**src/rtl/shift_seq.sv**
```systemverilog
// Sequential controller that loops a 3-bit shift-by-one stage: accepts an operand
// and shift amount, shifts one position per clock, and returns the result.
module shift_seq (
    input  logic       clk,
    input  logic       rst_n,
    input  logic       in_valid,
    output logic       in_ready,
    input  logic [2:0] in_data,
    input  logic [2:0] in_amount,
    output logic       sh_s,
    output logic [2:0] sh_inp,
    input  logic [2:0] sh_out,
    output logic       out_valid,
    input  logic       out_ready,
    output logic [2:0] out_data,
    output logic       out_zero,
    output logic [2:0] out_shifts,
    output logic [1:0] o_dbg_state
);

    // Handshakes: a transfer happens on a rising edge where valid and ready are both 1.
    // in_ready depends only on state and rst_n; out_valid only on state.
    typedef enum logic [1:0] {
        IDLE  = 2'd0,
        SHIFT = 2'd1,
        DONE  = 2'd2
    } state_t;

    state_t     r_state;
    state_t     w_next_state;
    logic [2:0] r_data;
    logic [2:0] r_count;
    logic [2:0] r_done_cnt;
    logic       w_accept;
    logic       w_last_shift;

    assign w_accept     = (r_state == IDLE) && in_valid;
    // Once the operand becomes zero, further shifts cannot change it.
    assign w_last_shift = (r_count == 3'd1) || (sh_out == 3'd0);

    always_ff @(posedge clk) begin
        if (!rst_n) begin
            r_state <= IDLE;
        end else begin
            r_state <= w_next_state;
        end
    end

    always_comb begin
        w_next_state = r_state;
        case (r_state)
            IDLE: begin
                if (in_valid) begin
                    w_next_state = (in_amount != 3'd0) ? SHIFT : DONE;
                end
            end
            SHIFT: begin
                if (w_last_shift) begin
                    w_next_state = DONE;
                end
            end
            DONE: begin
                if (out_ready) begin
                    w_next_state = IDLE;
                end
            end
            default: w_next_state = IDLE;
        endcase
    end

    always_ff @(posedge clk) begin
        if (!rst_n) begin
            r_data     <= 3'd0;
            r_count    <= 3'd0;
            r_done_cnt <= 3'd0;
        end else if (w_accept) begin
            r_data     <= in_data;
            r_count    <= in_amount;
            r_done_cnt <= 3'd0;
        end else if (r_state == SHIFT) begin
            r_data     <= sh_out;
            r_count    <= r_count - 3'd1;
            r_done_cnt <= r_done_cnt + 3'd1;
        end
    end

    always_comb begin
        in_ready   = 1'b0;
        sh_s       = 1'b0;
        sh_inp     = r_data;
        out_valid  = 1'b0;
        out_data   = 3'd0;
        out_zero   = 1'b0;
        out_shifts = 3'd0;
        case (r_state)
            IDLE:  in_ready = rst_n;
            SHIFT: sh_s = 1'b1;
            DONE: begin
                out_valid  = 1'b1;
                out_data   = r_data;
                out_zero   = (r_data == 3'd0);
                out_shifts = r_done_cnt;
            end
            default: ;
        endcase
    end

    assign o_dbg_state = r_state;

endmodule

```
**config.mk**
```make
export PLATFORM = sky130hd
export DESIGN_NAME = shift_seq
export DESIGN_NICKNAME = d
export VERILOG_FILES = /design/src/rtl/shift_seq.sv
export SDC_FILE = /design/constraint.sdc
export NUM_CORES = 1
export LEC_CHECK = 0
export ABC_AREA = 1
export BUFFER_PORTS_ARGS = -buffer_cell sky130_fd_sc_hd__buf_2
export CAP_MARGIN = 0
export CORE_MARGIN = 3
export CORE_UTILIZATION = 41
export CTS_CLUSTER_SIZE = 40
export DETAILED_ROUTE_END_ITERATION = 7
export GPL_ROUTABILITY_DRIVEN = 0
export HOLD_SLACK_MARGIN = 0.15
export PLACE_DENSITY_LB_ADDON = 0.2
export SETUP_SLACK_MARGIN = 0.1
export SYNTH_ARGS = -nofsm -noshare
export SYNTH_HDL_FRONTEND = slang
export SYNTH_SLANG_ARGS = --single-unit
```
**constraint.sdc**
```tcl
create_clock -name clk -period 1.2 [get_ports clk]
set_clock_uncertainty 0.1 [all_clocks]
set_input_delay 0.06 -clock clk [delete_from_list [all_inputs] [get_ports clk]]
set_output_delay 0.06 -clock clk [all_outputs]
set_load 0.03 [all_outputs]
```
# After elaboration in Yosys (flattened, before gate mapping)

Index checks and enable logic that the tools add are counted.
Widths: inputs -> output; s select.

Flip-flop bits (word level): 11
Bits in latches: 0
Bits in writable memories: 0
Memory bits (read-only): 0
Bits of input ports: 13
Word-level logic and storage cells: 37
Memories: 0

$add $sub $neg: 2
Multiply operators: 0
Divide/modulo/power cells: 0
Order comparisons: 0
Eq/ne operators: 6
Shift-type cells: 0
Muxes and demuxes: 15
Bitwise gates (word level): 1
Reduce and logical (&&, ||, !) cells: 9

Operator list:

| operator            | number |
|---|---|
| $mux 3              | 6 |
| $mux 2              | 4 |
| $logic_not 3->1     | 2 |
| $ne 2x2->1 const B  | 3 |
| $pmux 2 s3          | 1 |
| $mux 1              | 4 |
| $add 3x1->3 const B | 1 |
| $eq 3x1->1 const B  | 1 |
| $reduce_and 3->1    | 1 |
| $reduce_bool 3->1   | 1 |
| $sub 3x1->3 const B | 1 |
| $eq 2x1->1 const B  | 1 |
| $eq 2x2->1 const B  | 1 |
| $logic_not 2->1     | 1 |
| $reduce_bool 2->1   | 1 |
| $reduce_or 2->1     | 1 |
| $logic_and 1x1->1   | 1 |
| $logic_or 1x1->1    | 1 |
| $not 1->1           | 1 |

# Longest topological paths before layout

Gate-level depths: netlist (run 1).

Word-level depth: 4
Gate-level depth with buffers: 7

# Worst setup path after synthesis (run 1)

Ideal clock, no wire load.

Kind: register to output
Start point: register r_state[1], in the netlist o_dbg_state[1]
End point: output out_zero
Data arrival time: 1.950 ns
Path slack: -0.910 ns
Stages on the path, launching flop included: 5
Buffers on the path: 0
Cell sequence: dfxtp_1 inv_2 nor2_1 inv_1 nor4_2

Cells in the longest elaborated chain, start to end: 2

Ends and longest elaborated chain:

| item                   | RTL line | source |
|---|---|---|
| start, declared        | 29       | `state_t r_state;` |
| start signal, assigned | 45       | `r_state <= w_next_state;` |
| $eq 2x2->1             | 95       | `case (r_state)` |
| $mux 1                 | 95       |  |
| end, declared          | 16       | `output logic out_zero,` |

No other way between the ends.

# Worst setup path after layout (run 1)

Start point: register r_state[1], in the netlist o_dbg_state[1]
End point: output out_shifts[0]

Cells in the longest elaborated chain, start to end: 2

Ends and longest elaborated chain:

| item          | RTL line | source |
|---|---|---|
| $eq 2x2->1    | 95       |  |
| $mux 3        | 95       |  |
| end, declared | 17       | `output logic [2:0] out_shifts,` |

No other way between the ends.

==> results summary, run 1 <==
The cell-internal power came out at 0.001631 W. The slack of the critical path came out at -183.0 ps. Of the total power, registers draw 0.209. The post-detailed-route wirelength per cell came out at 14.09 um.

STA classifies the critical path endpoint as a primary output. The number of max-slew violations in the final report came out at 0. The die height came out at 46.93 um. The violation count after the first detailed-route iteration is 14. The global-route usage over all layers came out at 0.2308.

The floorplan die area came out at around 2200 um2. The total count of hold-check failures in the final report was 0. After synthesis the cells add up to around 700 um2. The filler cell count came out at 83. The iteration count of the initial detailed-routing pass is 5. Counting distinct cell types in the post-synthesis netlist gives 20. The switching power summed over all nets is between 0.0015 and 0.002 W. The worst supply voltage drop on vdd came out at 2101 uV. The final layout contains routed wiring with a total length of 2494 um.

At the worst endpoint, the arrival time is around 1200 ps. After synthesis, the cell types taking the most area are sky130_fd_sc_hd__dfxtp_1 32%, sky130_fd_sc_hd__nand2_1 18%, sky130_fd_sc_hd__inv_1 11%, sky130_fd_sc_hd__nor2_1 6.6%, sky130_fd_sc_hd__ha_1 5.5%. The core region is approximately 1500 um2. The effective utilization at floorplan came out at 0.4456. The number of nets in the final layout came out at around 180.

The post-synthesis async set-or-reset flop share came out at 0. The first-pass GRT wire length is ~3500 um. The number of max-cap violations came out at 0. The design area is approximately 1300 um2. The DRC violations left is 0. The relative contribution of the clock network to total power is 0.083. The sum of net half-perimeters after detailed placement came out at about 1300 um.

TritonCTS created 3 clock buffers. The antenna cell count came out at 0. The final reports fail on setup timing.

The clock latency reported for the late side of the worst-skew pair is around 280 ps. Setup violations remaining at the end of the flow were counted as 19. Entering global routing, the biggest net connects 7 pins. The endpoint required time on the critical path is about 1000 ps. The largest total area in the synthesized netlist belongs to sky130_fd_sc_hd__dfxtp_1. After detailed routing, the number of vias per cell comes to 4.983. The number of warning messages in the yosys log came out at 0.

The min-delay analysis places its worst path in the category in2reg. The type of element launching the critical path is a flop. Of the cells placed in the final design, the portion with a size suffix greater than 1 is 0.5031. The run finished, with violations left. The pre-CTS setup slack came out at -57.87 ps.

The number of antenna violations at the first check in global routing was 0. The smallest clock period supported by the final layout is computed as about 1400 ps. sky130_fd_sc_hd__nand2_1 is the most common cell in the netlist. The number of enable-type register cells in the synthesized netlist is 0. The count of pins on the block boundary is 28. The total power came out at roughly 0.0032 W. The number of sinks handled by clock tree synthesis is 11. The routed layout has 882 vias. The cell count after synthesis came out at about 110. The floorplan die width came out at ~47 um.

The worst pin sits at a relative slew slack of 0.7879. Input and output buffers added on the ports amount to 27. After synthesis, the most frequently instantiated cells are 33 x sky130_fd_sc_hd__nand2_1, 20 x sky130_fd_sc_hd__inv_1, 12 x sky130_fd_sc_hd__nor2_1.

In this run the number of H-tree levels came out at 1. The class of the most critical setup path is reg2out. The CTS tree is yes.

The clock transition at the registers of the reported paths came out at around 70 ps. The via count of the first global-routing pass is roughly 800. Dividing total power by cell area gives a power density of 2423 nW/um2. The synthesized net count is roughly 120. Summed over all layers, the global routing overflow is 0.

Setup repair after global routing could not meet its margin everywhere. The share of synthesized area occupied by flip-flops and latches is 0.3206. The relative area change from synthesis to final layout is 92.71%. Of the total power, the share spent switching nets is 0.4916.

The proportion of netlist area held by the largest area contributor is 0.3206. The standby leakage power is between 0.5 and 0.6 nW. The placement row count is 14. The worst register-to-register path has a setup slack of -120 ps. The most used flip-flop cell after synthesis is sky130_fd_sc_hd__dfxtp_1. The maximum buffer depth of the clock tree is 2. CTS placed an instance of sky130_fd_sc_hd__clkbuf_4 at the clock tree root.

The critical-path maximum fanout came out at 4. The final period utilization came out at 1.153. Of the total power, combinational logic draws 0.707. The slew of the pin with the lowest slew margin is 318.0 ps.

The mean instance size in the synthesized netlist came out at approximately 6.5 um2. The placement-stage cell area is between 900 and 1000 um2. The detail route stage leaves a number of antenna-violating nets equal to 0. In this run, synthesis produced a sequential element count of 11. The timing-limited maximum frequency is roughly 720 MHz.
stage by stage:
step	std cells	hold slack [ps]	utilization	TNS (ps)
after floorplan	105	57.59	-	-1220
after global placement	152	206.9	0.5982	-21.43
after detailed placement	152	213.7	0.5982	-57.87
after CTS	172	-57.47	0.8052	-1605
after global routing	177	93.50	0.8588	-3013
final	177	70.36	0.8588	-1929
flip-flops by register name (all words and copies together) (netlist names):
signal       flops
o_dbg_state      2
r_done_cnt       3
r_count          3
sh_inp           3
kinds of logic after synthesis:
family | count (synthesis) | synth area share
buffers and inverters | 23 | 0.1330
AND/OR/NAND/NOR | 55 | 0.3771
AO/OA/AOI/OAI | 12 | 0.1020
adder cells (fa/ha/maj) | 3 | 0.05465
flip-flops | 11 | 0.3206
XOR/XNOR | 1 | 0.01275
placed cells by master, fill, tap and decap left out, drive strengths merged:
master	count
buf	41
nand2	34
inv	22
nor2	14
dfxtp	11
dlygate4sd3	10
a31oi	5
clkbuf	5
nand3	5
o21ai	4
a21oi	3
ha	3
clkinv	1
nor4	1
or2	1
xor2	1
worst max-delay path, cell delays in order (launching register included):
cell                      delay (ps)
sky130_fd_sc_hd__dfxtp_4         380
sky130_fd_sc_hd__inv_6            40
sky130_fd_sc_hd__nor2_4          110
sky130_fd_sc_hd__inv_4            70
sky130_fd_sc_hd__buf_6           130
sky130_fd_sc_hd__nor2_4           80
sky130_fd_sc_hd__buf_6           130
per-layer routing:
metal,vias up,part of all wire,GRT usage
met1,391,0.37,0.2431
met4,0,0.019,0.1326
li1,439,-,-
met3,8,0.067,0.06513
met5,-,0,0
met2,44,0.55,0.4065
worst paths after layout:
check / from / end / depth (start not counted)
setup reg to reg: o_dbg_state[1]$_SDFFE_PN0P_ / o_dbg_state[1]$_SDFFE_PN0P_ / 9
setup / recovery: o_dbg_state[1]$_SDFFE_PN0P_ / out_shifts[0] / 6
hold / removal: rst_n / r_count[0]$_SDFFE_PN0P_ / 3
hold reg to reg: r_count[1]$_SDFFE_PN0P_ / r_count[1]$_SDFFE_PN0P_ / 2
power by group through the flow:
stage,clock network [W],logic (W),registers [W]
floorplan,0,0.000906,0.000759
global placement,0,0.00140,0.000639
detailed placement,0,0.00142,0.000646
CTS,0.000265,0.00198,0.000650
global route,0.000294,0.00241,0.000681
finish,0.000268,0.00227,0.000671
cell type report:
cell class	count	area [um2]	share of cell area
multi-input cells	71	500.5	0.3781
inverters	23	108.9	0.08223
clock buffers	4	26.28	0.01985
flip-flops and latches	11	234.0	0.1767
well taps	16	20.02	0.01512
repair buffers	52	434.2	0.3280
repair_timing:
action	in CTS	in global routing
endpoints found under the setup margin	23	25
buffers inserted	8	3
hold buffers	8	2
resized for setup	44	14
endpoints found under the hold margin	11	11
cloned	0	0
pin swaps	8	7
No activity file was read; power rests on OpenSTA's default activity.
==> run 2, diff against run 1 <==
--- a/config.mk
+++ b/config.mk
@@ -5,7 +5,6 @@
 export SDC_FILE = /design/constraint.sdc
 export NUM_CORES = 1
 export LEC_CHECK = 0
-export ABC_AREA = 1
 export BUFFER_PORTS_ARGS = -buffer_cell sky130_fd_sc_hd__buf_2
 export CAP_MARGIN = 0
 export CORE_MARGIN = 3
==> run 2 against run 1 <==
Net effect:
- the run still ends with setup timing left
- first-iteration DRC count decreased by 71%
- combinational power decreased by 67%
- clock power decreased by 3%
- fmax decreased by 2.6%
- wire length decreased by 10%
- non-clock buffer count increased by 1
- worst setup slack got worse by 37 ps
- via count decreased by 17%
- count of clock-buffer cells in the layout unchanged
- worst hold slack improved by 20 ps
- synthesized cell count decreased by 31%
- core utilization decreased by 4.8 points
- critical endpoint is now o_dbg_state[1]$_SDFFE_PN0P_
- largest cell class unchanged
==> results summary, run 2 <==
The critical-path maximum fanout came out at 5 (+1). The cell count after placement came out at 121 (-20%). The post-detailed-route wirelength per cell was 15.75 um (+12%).

The sum of routed wire length over all layers was 2237 um (-10%). The final standard cell utilization of the core is 0.8109 (-0.04789). The share of synthesized area occupied by flip-flops and latches is 0.3235 (+0.002947). In this run the critical register-to-register path is launched from o_dbg_state[1]$_SDFFE_PN0P_. The leading cell type in the layout, fill and taps excluded is sky130_fd_sc_hd__buf_6. The number of buffers added by the clock tree synthesis step is 3 (unchanged).

The per-cell via count in the routed design is 5.176 (+3.9%). The violation count after the first detailed-route iteration is 4 (-10). The number of max-cap violations is 0 (unchanged). The worst setup path is captured at a flop. The sum of negative setup slack is -2032 ps (-102.9 ps).

The number of nets in the final layout is 143 (-20%). The number of enable-type register cells in the synthesized netlist is 0 (unchanged). Setup repair after global routing could not meet its margin everywhere.

The clock latency reported for the late side of the worst-skew pair is 270 ps (about the same). The number of max-slew violations in the final report came out at 0 (unchanged). The fraction of power spent switching nets came to 0.3654 (-0.1262). Walking the worst path, the cells encountered are buf_4 -> buf_4 -> mux2_4 -> o32ai_2 -> mux2i_1. The number of sinks handled by clock tree synthesis is 11 (unchanged).

The tightest min-delay check is of the in2reg type. Following the worst setup path forward leads to its endpoint at o_dbg_state[1]$_SDFFE_PN0P_. The slew of the pin with the lowest slew margin is 449.9 ps (+131.9 ps). The commonest cells after synthesis are 11 x sky130_fd_sc_hd__dfxtp_1, 8 x sky130_fd_sc_hd__nand2_1, 6 x sky130_fd_sc_hd__a21boi_1, 6 x sky130_fd_sc_hd__and2_1, 4 x sky130_fd_sc_hd__nor3_1. The floorplan die area came to 2185 um2 (-0.79%). The standby leakage power is 0.5518 nW (-7.5%). The count of pins on the block boundary was 28 (unchanged). TritonCTS built the clock tree. The synthesized net count is 88 (-27%). For this run, the leading register cell type out of synthesis is sky130_fd_sc_hd__dfxtp_1.

The combinational share of power is 0.507 (-0.200). The relative contribution of the clock network to total power is 0.174 (+0.091). The number of non-filler instances in the completed layout was 142 (-20%). The floorplan die width is 46.75 um (-0.39%). The number of buffer cells added on primary ports is 27 (unchanged). The pin count of the biggest net entering global routing is 10 (+3). The antenna cell count came to 0 (unchanged). In the layout the commonest cells are 15 x sky130_fd_sc_hd__buf_6, 13 x sky130_fd_sc_hd__buf_2, 12 x sky130_fd_sc_hd__buf_4. The number of cells traversed by the worst register-to-register path came out at 5 (-4). The final antenna-violating net count came out at 0 (unchanged). The synthesized area was 680.7 um2 (-0.91%).

The proportion of netlist area held by the largest area contributor was 0.3235 (+0.002947). The worst supply voltage drop on vdd came out at 978.7 uV (-53%). The number of distinct library cells after synthesis was 30 (+50%). The number of failing setup endpoints in the final timing report was 20 (+1). The launching instance or port of the critical path is o_dbg_state[1]$_SDFFE_PN0P_. The mean instance size in the synthesized netlist is 9.454 um2 (+45%). The proportion of layout cells with a drive suffix above 1 was 0.6270 (+0.1239). The remaining global-route overflow was 0 (unchanged). The number of antenna violations at the first check in global routing came to 0 (unchanged).

The final period utilization was 1.184 (+0.03109). The run finished, with violations left. In this run the critical register-to-register path is captured at o_dbg_state[1]$_SDFFE_PN0P_.

The DRC violations left is 0 (unchanged). The number of storage elements in the synthesis netlist is 11 (unchanged). The number of warning messages in the yosys log came to 0 (unchanged). The combined buffer and inverter count along the critical path came out at 2 (-2). The maximum buffer depth of the clock tree is 2 (unchanged). The pre-CTS setup slack was -139.9 ps (-82.06 ps).

The switching power summed over all nets was 0.0005432 W (-66%). The post-route minimum period came out at 1420 ps (+37.31 ps). In the post-synthesis netlist, the cell with the most instances is sky130_fd_sc_hd__dfxtp_1. The via count of the first global-routing pass came out at 730 (-8.9%).

The power share of the sequential group came out at 0.319 (+0.110). On the critical path, the stage with the largest delay is an instance of sky130_fd_sc_hd__dfxtp_4. The H-tree depth reported by CTS is 1 (unchanged). The data arrival time of the worst path was 1520 ps (+300 ps). The standard cell core area was 1541 um2 (unchanged). The checks that failed: setup timing. The effective utilization at floorplan is 0.4416 (-0.004058). Clock tree synthesis selected as its root buffer the cell sky130_fd_sc_hd__clkbuf_4. The number of logic stages on the critical path including buffering is 5 (-1). The post-synthesis async set-or-reset flop share came out at 0 (unchanged). The timing-limited maximum frequency was 704.1 MHz (-2.6%). The cell area power density is 1189 nW/um2 (-51%). The endpoint required time on the critical path came out at 1300 ps (+260 ps). The type of element launching the critical path is a flop. The worst reg-to-reg setup slack is -220 ps (-100 ps). The filler cell count was 85 (+2.4%). The clock transition at the registers of the reported paths came out at 70 ps (about the same). The class of the most critical setup path is reg2reg. After synthesis, the cell types taking the most area are sky130_fd_sc_hd__dfxtp_1 32%, sky130_fd_sc_hd__a21boi_1 6.6%, sky130_fd_sc_hd__and2_1 5.5%, sky130_fd_sc_hd__ha_1 5.5%, sky130_fd_sc_hd__nand2_1 4.4%.

On the critical path the largest part of the delay comes from multiplexers. The worst slew margin relative to its limit came to 0.6977 (-0.09020). The sum of net half-perimeters after detailed placement is 1207 um (-9.9%). The total via count in the routed design came out at 735 (-17%).

The synthesized instance count is 72 (-31%). The total count of hold-check failures in the final report is 0 (unchanged). The iteration count of the initial detailed-routing pass is 4 (-1).

The placement row count came to 14 (unchanged). The worst stage delay on the critical path came out at 360 ps (-20 ps). The global-route usage over all layers came to 0.2069 (-0.02387). The slack of the critical path is -220.3 ps (-37.31 ps).

The library cell occupying the most area in the post-synthesis netlist is sky130_fd_sc_hd__dfxtp_1. The most common cell type on the critical path is sky130_fd_sc_hd__buf_4. The first-pass GRT wire length is 3167 um (-10%). The die height is 46.75 um (-0.39%). The relative area change from synthesis to final layout is 83.64%. The cell-internal power came to 0.0009432 W (-42%).
run 2: changes by cell type after synthesis, sizes merged, moves of 3 or more:
cell / previous run / this run
nand2: 34 / 8
inv: 22 / 2
nor2: 14 / 2
a21boi: 0 / 6
and2: 0 / 6
a31oi: 5 / 0
nand3: 5 / 0
nor3: 0 / 4
a22oi: 0 / 3
nand3b: 0 / 3
o21ai: 4 / 1
run 2: cells by family (layout without fill, tap and decap cells):
group,after synthesis,in the layout,synth area share
AO/OA/AOI/OAI,16,16,0.1967
XOR/XNOR,2,2,0.02574
adder cells (fa/ha/maj),3,3,0.05515
buffers and inverters,6,60,0.05514
flip-flops,11,11,0.3235
multiplexers,3,3,0.05147
AND/OR/NAND/NOR,31,31,0.2923
run 2: worst min path at each step:
stage	slack (ps)	from	endpoint	cells past startpoint
3_5_place_dp	220	in_amount[0]	r_count[0]$_SDFFE_PN0P_	3
4_1_cts	90	in_valid	sh_inp[2]$_SDFFE_PN0P_	4
5_1_grt	110	in_valid	sh_inp[0]$_SDFFE_PN0P_	4
6_report	90	in_valid	sh_inp[1]$_SDFFE_PN0P_	4
2_1_floorplan	90	in_amount[0]	r_count[0]$_SDFFE_PN0P_	2
3_3_place_gp	220	in_amount[0]	r_count[0]$_SDFFE_PN0P_	3
run 2: worst reg2reg max path: cells and delay by family (launching register included):
family | cells | cell delay (ps)
buffers and inverters | 2 | 260
AO/OA/AOI/OAI | 1 | 110
multiplexers | 2 | 510
flip-flops | 1 | 360
run 2: cell type report:
type                       count  area (um2)  share of cell area
multi-input combinational     55       506.7              0.4054
timing repair buffer          53       449.2              0.3594
inverter                       3       16.27             0.01301
sequential                    11       231.5              0.1852
clock buffer                   4       26.28             0.02102
tap                           16       20.02             0.01602
run 2: repair_timing:
action,CTS,global route
hold endpoints to repair,11,6
hold buffers,10,1
pin swaps,0,8
cloned,0,0
buffers inserted,4,2
endpoints found under the setup margin,20,25
gates resized for setup,20,23
run 2: routing by layer:
metal / part of all wire / vias up / GRT usage
met1: 0.38 / 346 / 0.2140
met2: 0.56 / 18 / 0.3956
li1: - / 365 / -
met4: 0.019 / 0 / 0.07182
met3: 0.039 / 6 / 0.05747
met5: 0 / - / 0
run 2: stage by stage:
step           hold WS, ps  total power, W  cell area (um2)
2_1_floorplan        94.89       0.0008519            724.4
3_3_place_gp         218.4        0.001012            920.9
3_5_place_dp         222.3        0.001019            920.9
4_1_cts              94.25        0.001359             1145
5_1_grt              107.0        0.001564             1250
6_report             90.01        0.001486             1250
run 2: power by group through the flow:
stage	clock network (W)	registers, W	logic, W
2_1_floorplan	0	0.000512	0.000340
3_3_place_gp	0	0.000485	0.000527
3_5_place_dp	0	0.000488	0.000531
4_1_cts	0.000255	0.000469	0.000635
5_1_grt	0.000277	0.000482	0.000805
6_report	0.000259	0.000474	0.000753
